===== src/rtl/comparador_serial_der_izq_if.sv =====
// Handshake and result bundle for the LSB-first serial magnitude comparator.
// The master drives the operand bits; the slave (comparator) answers with status and result.
interface comparador_serial_der_izq_if;
    logic start;
    logic in_valid;
    logic in_ready;
    logic a_bit;
    logic b_bit;
    logic busy;
    logic done;
    logic a_gt_b;
    logic a_lt_b;
    logic a_eq_b;

    modport master (
        output start, in_valid, a_bit, b_bit,
        input  in_ready, busy, done, a_gt_b, a_lt_b, a_eq_b
    );

    modport slave (
        input  start, in_valid, a_bit, b_bit,
        output in_ready, busy, done, a_gt_b, a_lt_b, a_eq_b
    );
endinterface


===== src/rtl/comparador_serial_der_izq.sv =====
// Bit-serial magnitude comparator, operands arrive LSB first; each more significant
// differing bit overrides the running relation, so the final relation is the MSB-most difference.
module comparador_serial_der_izq #(
    parameter int WIDTH = 8
) (
    input  logic                        clk,
    input  logic                        rst_n,
    comparador_serial_der_izq_if.slave  bus
);
    localparam int CW = (WIDTH > 1) ? $clog2(WIDTH) : 1;
    localparam logic [CW-1:0] LAST = CW'(WIDTH - 1);

    // Relation (M,N): 11 = EQ, 10 = GT, 01 = LT; 00 never occurs.
    localparam logic [1:0] REL_EQ = 2'b11;
    localparam logic [1:0] REL_GT = 2'b10;
    localparam logic [1:0] REL_LT = 2'b01;

    typedef enum logic [1:0] {IDLE = 2'd0, SHIFT = 2'd1, DONE = 2'd2} state_t;

    state_t        state, state_nxt;
    logic [CW-1:0] cnt;
    logic [1:0]    rel, rel_upd;
    logic          xfer, last, clear;

    always_comb begin
        state_nxt    = state;
        bus.in_ready = 1'b0;
        bus.busy     = 1'b0;
        bus.done     = 1'b0;
        case (state)
            IDLE: if (bus.start) state_nxt = SHIFT;
            SHIFT: begin
                bus.in_ready = 1'b1;
                bus.busy     = 1'b1;
                if (bus.in_valid && cnt == LAST) state_nxt = DONE;
            end
            DONE: begin
                bus.done  = 1'b1;
                state_nxt = bus.start ? SHIFT : IDLE;
            end
            default: state_nxt = IDLE;
        endcase
    end

    assign xfer  = bus.in_valid && (state == SHIFT);
    assign last  = xfer && (cnt == LAST);
    assign clear = bus.start && (state == IDLE || state == DONE);

    always_comb begin
        rel_upd = rel;
        if (bus.a_bit != bus.b_bit) rel_upd = bus.a_bit ? REL_GT : REL_LT;
    end

    // Results load on the final transfer so they are already valid while done is high.
    always_ff @(posedge clk or negedge rst_n) begin
        if (!rst_n) begin
            state      <= IDLE;
            cnt        <= '0;
            rel        <= REL_EQ;
            bus.a_gt_b <= 1'b0;
            bus.a_lt_b <= 1'b0;
            bus.a_eq_b <= 1'b0;
        end else begin
            state <= state_nxt;
            if (clear) begin
                cnt        <= '0;
                rel        <= REL_EQ;
                bus.a_gt_b <= 1'b0;
                bus.a_lt_b <= 1'b0;
                bus.a_eq_b <= 1'b0;
            end else if (xfer) begin
                rel <= rel_upd;
                if (last) begin
                    bus.a_gt_b <= (rel_upd == REL_GT);
                    bus.a_lt_b <= (rel_upd == REL_LT);
                    bus.a_eq_b <= (rel_upd == REL_EQ);
                end else begin
                    cnt <= cnt + CW'(1);
                end
            end
        end
    end
endmodule

===== src/flat_wrapper.sv =====
// flat-port wrapper written by rule: the top's interface ports become plain ports
module comparador_serial_der_izq_flat 
#(
    parameter int WIDTH = 8
)
  (clk, rst_n, bus_start, bus_in_valid, bus_a_bit, bus_b_bit, bus_in_ready, bus_busy, bus_done, bus_a_gt_b, bus_a_lt_b, bus_a_eq_b);
  comparador_serial_der_izq_if bus_i ();
  input  logic clk;
  input  logic rst_n;
  input wire logic [$bits(bus_i.start)-1:0] bus_start;
  input wire logic [$bits(bus_i.in_valid)-1:0] bus_in_valid;
  input wire logic [$bits(bus_i.a_bit)-1:0] bus_a_bit;
  input wire logic [$bits(bus_i.b_bit)-1:0] bus_b_bit;
  output wire logic [$bits(bus_i.in_ready)-1:0] bus_in_ready;
  output wire logic [$bits(bus_i.busy)-1:0] bus_busy;
  output wire logic [$bits(bus_i.done)-1:0] bus_done;
  output wire logic [$bits(bus_i.a_gt_b)-1:0] bus_a_gt_b;
  output wire logic [$bits(bus_i.a_lt_b)-1:0] bus_a_lt_b;
  output wire logic [$bits(bus_i.a_eq_b)-1:0] bus_a_eq_b;
  assign bus_i.start = bus_start;
  assign bus_i.in_valid = bus_in_valid;
  assign bus_i.a_bit = bus_a_bit;
  assign bus_i.b_bit = bus_b_bit;
  assign bus_in_ready = bus_i.in_ready;
  assign bus_busy = bus_i.busy;
  assign bus_done = bus_i.done;
  assign bus_a_gt_b = bus_i.a_gt_b;
  assign bus_a_lt_b = bus_i.a_lt_b;
  assign bus_a_eq_b = bus_i.a_eq_b;
  comparador_serial_der_izq #(.WIDTH(WIDTH)) u_core (.clk(clk), .rst_n(rst_n), .bus(bus_i));
endmodule

===== config.mk =====
export PLATFORM = sky130hd
export DESIGN_NAME = comparador_serial_der_izq_flat
export DESIGN_NICKNAME = d
export VERILOG_FILES = /design/src/rtl/comparador_serial_der_izq_if.sv /design/src/rtl/comparador_serial_der_izq.sv /design/src/flat_wrapper.sv
export SDC_FILE = /design/constraint.sdc
export NUM_CORES = 1
export LEC_CHECK = 0
export ABC_AREA = 1
export CAP_MARGIN = 20
export CELL_PAD_IN_SITES_DETAIL_PLACEMENT = 1
export CELL_PAD_IN_SITES_GLOBAL_PLACEMENT = 1
export CORE_MARGIN = 2
export CORE_UTILIZATION = 36
export CTS_CLUSTER_DIAMETER = 60
export CTS_CLUSTER_SIZE = 8
export DETAILED_ROUTE_END_ITERATION = 6
export GPL_TIMING_DRIVEN = 0
export MAX_ROUTING_LAYER = met4
export PLACE_DENSITY = 0.84
export SYNTH_ARGS = -nofsm -noshare
export SYNTH_HDL_FRONTEND = slang
export SYNTH_SLANG_ARGS = --single-unit

===== constraint.sdc =====
create_clock -name clk -period 3.1 [get_ports clk]
set_clock_uncertainty 0.2 [all_clocks]
set_input_delay 0.465 -clock clk [delete_from_list [all_inputs] [get_ports clk]]
set_output_delay 0.465 -clock clk [all_outputs]
set_load 0.02 [all_outputs]

* Word level (Yosys, flattened, before mapping)
Index checks and enable logic that the tools add are counted.
** Storage, ports and cells
- Register bits after elaboration :: 10
- Bits in latches :: 0
- Memory bits (writable) :: 0
- ROM bits :: 0
- Bits of input ports :: 6
- Output and inout port bits :: 6
- Logic and storage cells :: 50
- Memories :: 0
** Operators by class
- Add/sub/neg operators :: 1
- Multipliers :: 0
- Div/mod/pow operators :: 0
- Order comparisons :: 0
- Equal/unequal tests :: 10
- Shift-type cells :: 0
- Muxes and demuxes :: 22
- Bitwise gates (word level) :: 0
- Reduce and logical (&&, ||, !) cells :: 11
** Operators by type and width (number)
- $mux W1 :: 12
- $mux W2 :: 6
- $mux W3 :: 3
- $eq A2 B2 Y1 const B :: 3
- $pmux W2 S3 :: 1
- $reduce_and A2 Y1 :: 3
- $eq A2 B1 Y1 const B :: 2
- $logic_and A1 B1 Y1 :: 4
- $ne A2 B2 Y1 const B :: 2
- $reduce_bool A2 Y1 :: 2
- $add A3 B1 Y3 const B :: 1
- $eq A3 B3 Y1 const B :: 1
- $logic_not A2 Y1 :: 1
- $ne A2 B1 Y1 const B :: 1
- $logic_or A1 B1 Y1 :: 1
- $ne A1 B1 Y1 :: 1

* Depth between registers and ports, before layout
Gate-level depths: netlist of the first run.
- Depth in word-level cells :: 6
- Gate-level depth with buffers :: 7

* Least setup slack after synthesis of the first run
Ideal clock, no wire load.
- Path kind :: flip-flop to output port
- From :: reg u_core.state[0]
- To :: out bus_in_ready
- Data arrival time :: 0.788 ns
- Required time :: 2.435 ns
- Slack :: 1.647 ns
- Stages on the path, launching flop included :: 4
- Path buffers :: 1
- Cell sequence :: dfrtp_1 -> inv_2 -> nor2_4 -> buf_4
** On the way
- Longest elaborated chain between the ends :: 2
** Ends and longest elaborated chain
- start, declared :: RTL line comparador_serial_der_izq.sv:20 : state_t state, state_nxt;
- start signal, assigned :: RTL line comparador_serial_der_izq.sv:64 : state <= state_nxt;
- $eq A2 B1 Y1
- $mux W1
- end, declared :: RTL line flat_wrapper.sv:14 : output wire logic [$bits(bus_i.in_ready)-1:0] bus_in_ready;
No other way between the ends.

* Worst setup path after layout of the first run
- From :: reg u_core.state[0]
- To :: out bus_in_ready
** On the way
- Longest elaborated chain between the ends :: 2
** Ends and longest elaborated chain
- $eq A2 B1 Y1 :: RTL line comparador_serial_der_izq.sv:30 : case (state)
- $mux W1 :: RTL line comparador_serial_der_izq.sv:30
No other way between the ends.

==> results of run 1 <==
[placed cells by master (no fill, tap or decap), types with 2 or more instances in the layout]
cell,n
nor2_1,5
a21oi_1,2
nand2_1,24
nand2_2,4
clkdlybuf4s50_1,11
nand3_1,5
inv_1,8
dfrtp_1,8
dfstp_2,2
clkbuf_4,3
ha_1,2
[sequential cells by signal, summed over array words and instances, names as in the netlist]
register and count:
u_core.bus.a_eq_b 1, u_core.bus.a_lt_b 1, u_core.state 2, u_core.bus.a_gt_b 1, u_core.cnt 3, u_core.rel 2
[cell families (layout without fill, tap and decap cells)]
logic type	after synthesis	count (layout)	share of synthesized area
AOI/OAI and AO/OA	4	4	0.0452
adders and majority gates	2	2	0.0476
DFF	10	10	0.481
buffers and inverters	10	24	0.0786
and+or+nand+nor	40	40	0.348
[per-stage QoR]
step	worst slack [ns]	std cells	util	power [mW]
after floorplan	1.65	66	-	0.392
after global placement	1.17	92	0.491	0.468
after detailed placement	1.15	92	0.491	0.481
after CTS	0.870	95	0.508	0.573
after global routing	0.809	95	0.508	0.616
final	0.882	95	0.508	0.565
[layout make-up]
cell class | count | area [sq um]
inverters | 9 | 33.8
plain buffers | 1 | 7.51
multi-input cells | 46 | 231
fillers | 170 | 657
well taps | 15 | 18.8
repair buffers | 11 | 110
flip-flops and latches | 10 | 253
clock buffers | 3 | 22.5
[path summary, 6_finish.rpt]
kind                                                  end  slack, ns
worst max register to register  u_core.cnt[0]$_DFFE_PN0P_       1.50
worst min register to register  u_core.cnt[1]$_DFFE_PN0P_       0.29
worst max-delay path                         bus_in_ready       0.88
worst min-delay path            u_core.cnt[1]$_DFFE_PN0P_       0.29
min in group asynchronous       u_core.cnt[2]$_DFFE_PN0P_       0.32
max in group asynchronous       u_core.rel[1]$_DFFE_PN1P_       2.03
[per-layer routing]
metal	up-vias	share of wire	global-route usage
li1	233	-	-
met1	222	0.47	0.176
met2	8	0.50	0.262
met3	2	0.019	0.0259
met4	0	0.012	0.0563
met5	-	0	-
[worst min-delay path: stages, from the launching register on]
cell and delay [ns]:
dfrtp_1 0.35, nand2_1 0.06, nand2_1 0.05
[power groups by stage]
stage	Clock, mW	Combinational, mW	Sequential, mW
3_5_place_dp	0	0.262	0.219
6_report	0.0853	0.261	0.218
4_1_cts	0.0881	0.267	0.218
3_3_place_gp	0	0.251	0.216
2_1_floorplan	0	0.171	0.221
5_1_grt	0.0946	0.297	0.225
==> summary.md, run 1 <==
| Metric | Value |
|---|---|
| Status | complete, no violations |
| Number of DRC markers in iteration 0 | 1 |
| Area Growth Syn to Fin | 28.8% |
| Number of global-route vias before repair | 473 |
| Final WL | about 1100 microns |
| Max-slew violations | 0 |
| CP Max Fanout | 4 |
| Vias post-DR | 465 |
| DIE AREA | around 1800 sq um |
| Clk slew on worst S/H paths | roughly 0.06 ns |
| Max-Cap Viols | 0 |
| Post-CTS setup buffer count | 0 |
| Hold bufs inserted after CTS | 0 |
| Area after DPL | 654 sq um |
| Gate Count Post-Synth | 66 |
| Top-area cell type share of the netlist area | 0.381 |
| Port bufs | 11 |
| Core area | 1330 sq um |
| Remaining global-route overflow | 0 |
| CP Launch Type | flip-flop |
| GRT Overall Usage | 0.152 |
| Number of clock sinks | 10 |
| CP Buf/Inv Count | 3 |
| Fmax | 451 MHz |
| Slew @ Worst Pin | 0.456 ns |
| Syn nets | 74 |
| Post-synth ARST share | 1.00 |
| Clock network power share | 0.151 |
| Pin count of the biggest net entering global routing | 11 |
| Leakage | 0.382 nW |
| Global-route wire length before repair | 1990 microns |
| CTS tree | built |
| EDFF count, synth | 0 |
| Global placer's final weighted congestion | between 0.7 and 0.8 |
| Largest cells by area after synthesis | dfrtp_1 (38%), nand2_1 (17%), dfstp_2 (10%) |
| Seq pwr share | 0.386 |
| Syn Area/Cell | ~8 sq um |
| CP max-delay cell | clkdlybuf4s50_1 |
| RSZ-0062 raised after global routing | false |
| Hold Path Origin | u_core.cnt[1]$_DFFE_PN0P_ |
| Hold Path Stages | 2 |
| Fin. Hold Viols | 0 |
| Top Ports | 12 |
| Routed Antenna Nets | 0 |
| Hold Slack | 0.288 ns |
| Sw frac | 0.394 |
| Site row count | 13 |
| Internal power | 0.342 mW |
| Fraction of layout cells with a size suffix above 1 | 0.175 |
| Sw Pwr | 0.223 mW |
| Worst vdd ir | 0.511 mV |
| Max incr delay on CP | 0.58 ns |
| DP HPWL | 867 microns |
| Mapped Area | 526 sq um |
| Setup TNS | 0 ns |
| Yosys Warn Count | 0 |
| CP Launch Point | u_core.state[0]$_DFFE_PN0P_ |
| TritonCTS Buffers | 3 |
| Count of unresolved DRC violations after routing | 0 |
| R2r worst-path depth | 6 |
| Crit path required time | 2.43 ns |
| CTS root buf | clkbuf_4 |
| Crit-path cells | inv_2, nor2_4, buf_4, clkdlybuf4s50_1 |
| Most numerous cell in the Yosys netlist | nand2_1 |
| Fin crit period | roughly 2.2 ns |
| Main synth FF type | dfrtp_1 |
| R2R Path Start | u_core.cnt[0]$_DFFE_PN0P_ |
| Die height | between 40 and 50 microns |
| Hold crit path type | flip-flop to flip-flop |
| Part of the power in combinational logic | 0.463 |
| Drt via density | between 4 and 5 |
| Fin nets | 90 |
| Initial antenna violation count | 0 |
| Pwr Density | 835 nW/um^2 |
| Slew HR | 0.695 |
| WL/cell | 12.1 microns |
| CP Capture Type | output port |
| Design Area, Final | between 600 and 700 sq um |
| Critical path type | flip-flop to output port |
| Die X | 42.2 microns |
| Final setup viols | 0 |
| Skew-Pair Late Insertion Delay | 0.25 ns |
| Clock Path Buffers | 2 |
| Synthesized flop and latch total | 10 |
| Kind of cell adding the most delay to the critical path | buffers and inverters |
| Synth unique cells | 15 |
| CP Depth | 4 |
| Period utilization | 0.716 |
| Antenna cell count | 0 |
| H-tree Lvls | 1 |
| Post-CTS Resized | 0 |
| Seq/Total Area, Yosys | 0.481 |
| Area leader, netlist | dfrtp_1 |
| Arr. time, crit path | 1.55 ns |
| Top post-synthesis cells by count | nand2_1 (24), dfrtp_1 (8), inv_1 (8) |
| DR pass1 iterations | 4 |
| Initial core utilization | 0.394 |
No activity file was read; power rests on OpenSTA's default activity.
==> run 2: changes to the inputs <==
CORE_UTILIZATION = 30   (was 36)
PLACE_DENSITY = 0.75   (was 0.84)
clock period = 1.9 ns   (was 3.1 ns; I/O delays follow)
==> run 2 against run 1 <==
  * Routed wire length grew 3.0%
  * Via count grew 0.86%
  * Highest routed layer unchanged
  * Die area grew 18%
  * Sequential cell count is the same
  * Sequential power grew 62%
  * Final area grew 0.37%
  * Global-route usage shrank 0.083 points
  * Total power grew 61%
  * Core utilization shrank 11 points
  * Worst hold slack lost 0.14 ns
  * Critical path depth is the same
==> summary.md, run 2 (same netlist as run 1, synthesis figures left out) <==
| Metric | Value |
|---|---|
| Final setup viols | 0 |
| H-tree Lvls | 1 |
| CP max-delay cell | dfrtp_1 |
| Drt via density | 4.79 |
| Reg area | 253 sq um |
| Multi-input gate area | 231 sq um |
| Skew-Pair Late Insertion Delay | around 0.26 ns |
| CP Capture Type | output port |
| Antenna cell count | 0 |
| Port bufs | 11 |
| Inst Count DP | 94 |
| Clk slew on worst S/H paths | 0.07 ns |
| Commonest non-fill, non-tap cells in the layout | nand2_1 (24), inv_1 (8), clkdlybuf4s50_1 (8), dfrtp_1 (8) |
| Final Core Density | 0.402 |
| Fin worst setup slack | 0.112 ns |
| TritonCTS Buffers | 3 |
| Post-CTS Resized | 3 |
| CP Buf/Inv Count | 3 |
| Post-CTS setup buffer count | 0 |
| WL/cell | ~12 microns |
| Die height | 45.9 microns |
| FILL cells | 213 |
| Area Growth Syn to Fin | 29.3% |
| Setup TNS | 0 ns |
| Core area | ~1700 sq um |
| Fmax | approximately 560 MHz |
| Crit-path cells | inv_2, nor2_4, buf_4, dlygate4sd2_1 |
| CP Max Fanout | 4 |
| Initial antenna violation count | 0 |
| DIE AREA | approximately 2100 sq um |
| Commonest non-fill, non-tap cell in the layout | nand2_1 |
| RSZ-0062 raised after global routing | false |
| Number of global-route vias before repair | 481 |
| Hold bufs inserted after CTS | 0 |
| Pwr Density | 1340 nW/um^2 |
| CP Launch Type | flip-flop |
| Global-route wire length before repair | 2120 microns |
| Period utilization | 0.941 |
| Kind of cell adding the most delay to the critical path | buffers and inverters |
| Clock Path Buffers | 2 |
| Top reg by flops | u_core.cnt |
| Initial core utilization | 0.311 |
| Post-route total power | roughly 0.9 mW |
| Vias post-DR | 469 |
| Remaining global-route overflow | 0 |
| Max FFs per register | 3 |
| Arr. time, crit path | 1.30 ns |
| Worst vdd ir | 0.480 mV |
| Area after DPL | 657 sq um |
| Routed Antenna Nets | 0 |
| Hold crit path type | input pin to asynchronous set/reset pin |
| Critical path type | flip-flop to output port |
| Max incr delay on CP | about 0.43 ns |
| Slew @ Worst Pin | 0.494 ns |
| CTS root buf | clkbuf_4 |
| DP HPWL | 978 microns |
| GRT Overall Usage | 0.151 |
| Count of unresolved DRC violations after routing | 0 |
| Final WL | 1180 microns |
| Leakage | 0.386 nW |
| Max-slew violations | 0 |
| DR pass1 iterations | 2 |
| CTS tree | built |
| Design Area, Final | about 680 sq um |
| Fin crit period | 1.79 ns |
| Top Ports | 12 |
| Post-Place Setup Slack | 0.105 ns |
| Number of DRC markers in iteration 0 | 3 |
| Status | complete, no violations |
| Slew HR | 0.669 |
| Layout Cells excl Fill | 98 |
| Pin count of the biggest net entering global routing | 11 |
| Number of clock sinks | 10 |
| Fin. Hold Viols | 0 |
| Global placer's final weighted congestion | between 0.7 and 0.8 |
| Site row count | 15 |
| Max-Cap Viols | 0 |
| Hold Slack | 0.150 ns |
| Crit path required time | 1.41 ns |
| Die X | roughly 46 microns |
| Fin nets | 90 |
| Registers with the most flip-flops | u_core.cnt (3), u_core.rel (2), u_core.state (2) |
| Fraction of layout cells with a size suffix above 1 | 0.173 |
==> run 2: cell count changes in the layout (fill, tap and decap cells not counted) <==
cell and delta:
clkdlybuf4s50_1 -3, dlygate4sd2_1 +3, clkbuf_1 +1
==> run 2: area by class of cell <==
| cell class | count | share of cell area |
|---|---|---|
| inverter | 9 | 0.0497 |
| buffer | 1 | 0.0110 |
| multi-input combinational | 46 | 0.341 |
| tap | 17 | 0.0313 |
| timing repair buffer | 11 | 0.157 |
| clock buffer | 4 | 0.0387 |
| sequential | 10 | 0.372 |
==> run 2: worst paths after layout <==
kind                                             start  slack, ns                            end  cells past startpoint
min                                              rst_n       0.15    u_core.state[0]$_DFFE_PN0P_                      1
max reg2reg                  u_core.cnt[0]$_DFFE_PN0P_       0.36  u_core.bus.a_gt_b$_DFFE_PN0P_                      6
max in group asynchronous                        rst_n       0.99      u_core.rel[0]$_DFFE_PN1P_                      1
min reg2reg                  u_core.cnt[1]$_DFFE_PN0P_       0.28      u_core.cnt[1]$_DFFE_PN0P_                      2
max                        u_core.state[0]$_DFFE_PN0P_       0.11                   bus_in_ready                      4
min in group clk             u_core.cnt[1]$_DFFE_PN0P_       0.28      u_core.cnt[1]$_DFFE_PN0P_                      2
==> run 2: metal layers <==
metal	GRT usage	vias up	share of wire
met5	-	-	0
met3	0.0278	2	0.038
met4	0.103	0	0.019
met2	0.231	11	0.51
li1	-	233	-
met1	0.177	223	0.43
==> run 2: worst reg2reg max path, stage by stage, from the launching register on <==
cell and delay (ns):
dfrtp_1 0.38, ha_1 0.16, ha_1 0.19, nand4_2 0.23, nor2_1 0.20, nand2_1 0.07
nand2_1 0.06
==> run 2: power breakdown <==
part	switching (mW)	internal (mW)	total, mW
registers	0.0510	0.302	0.353
clock network	0.0716	0.0810	0.153
logic	0.235	0.167	0.401
==> run 3: changes to the inputs <==
CTS_CLUSTER_DIAMETER = default   (was 60)
==> results of run 3 <==
No change in the layout: final DEF, timing and power equal those of run 2.
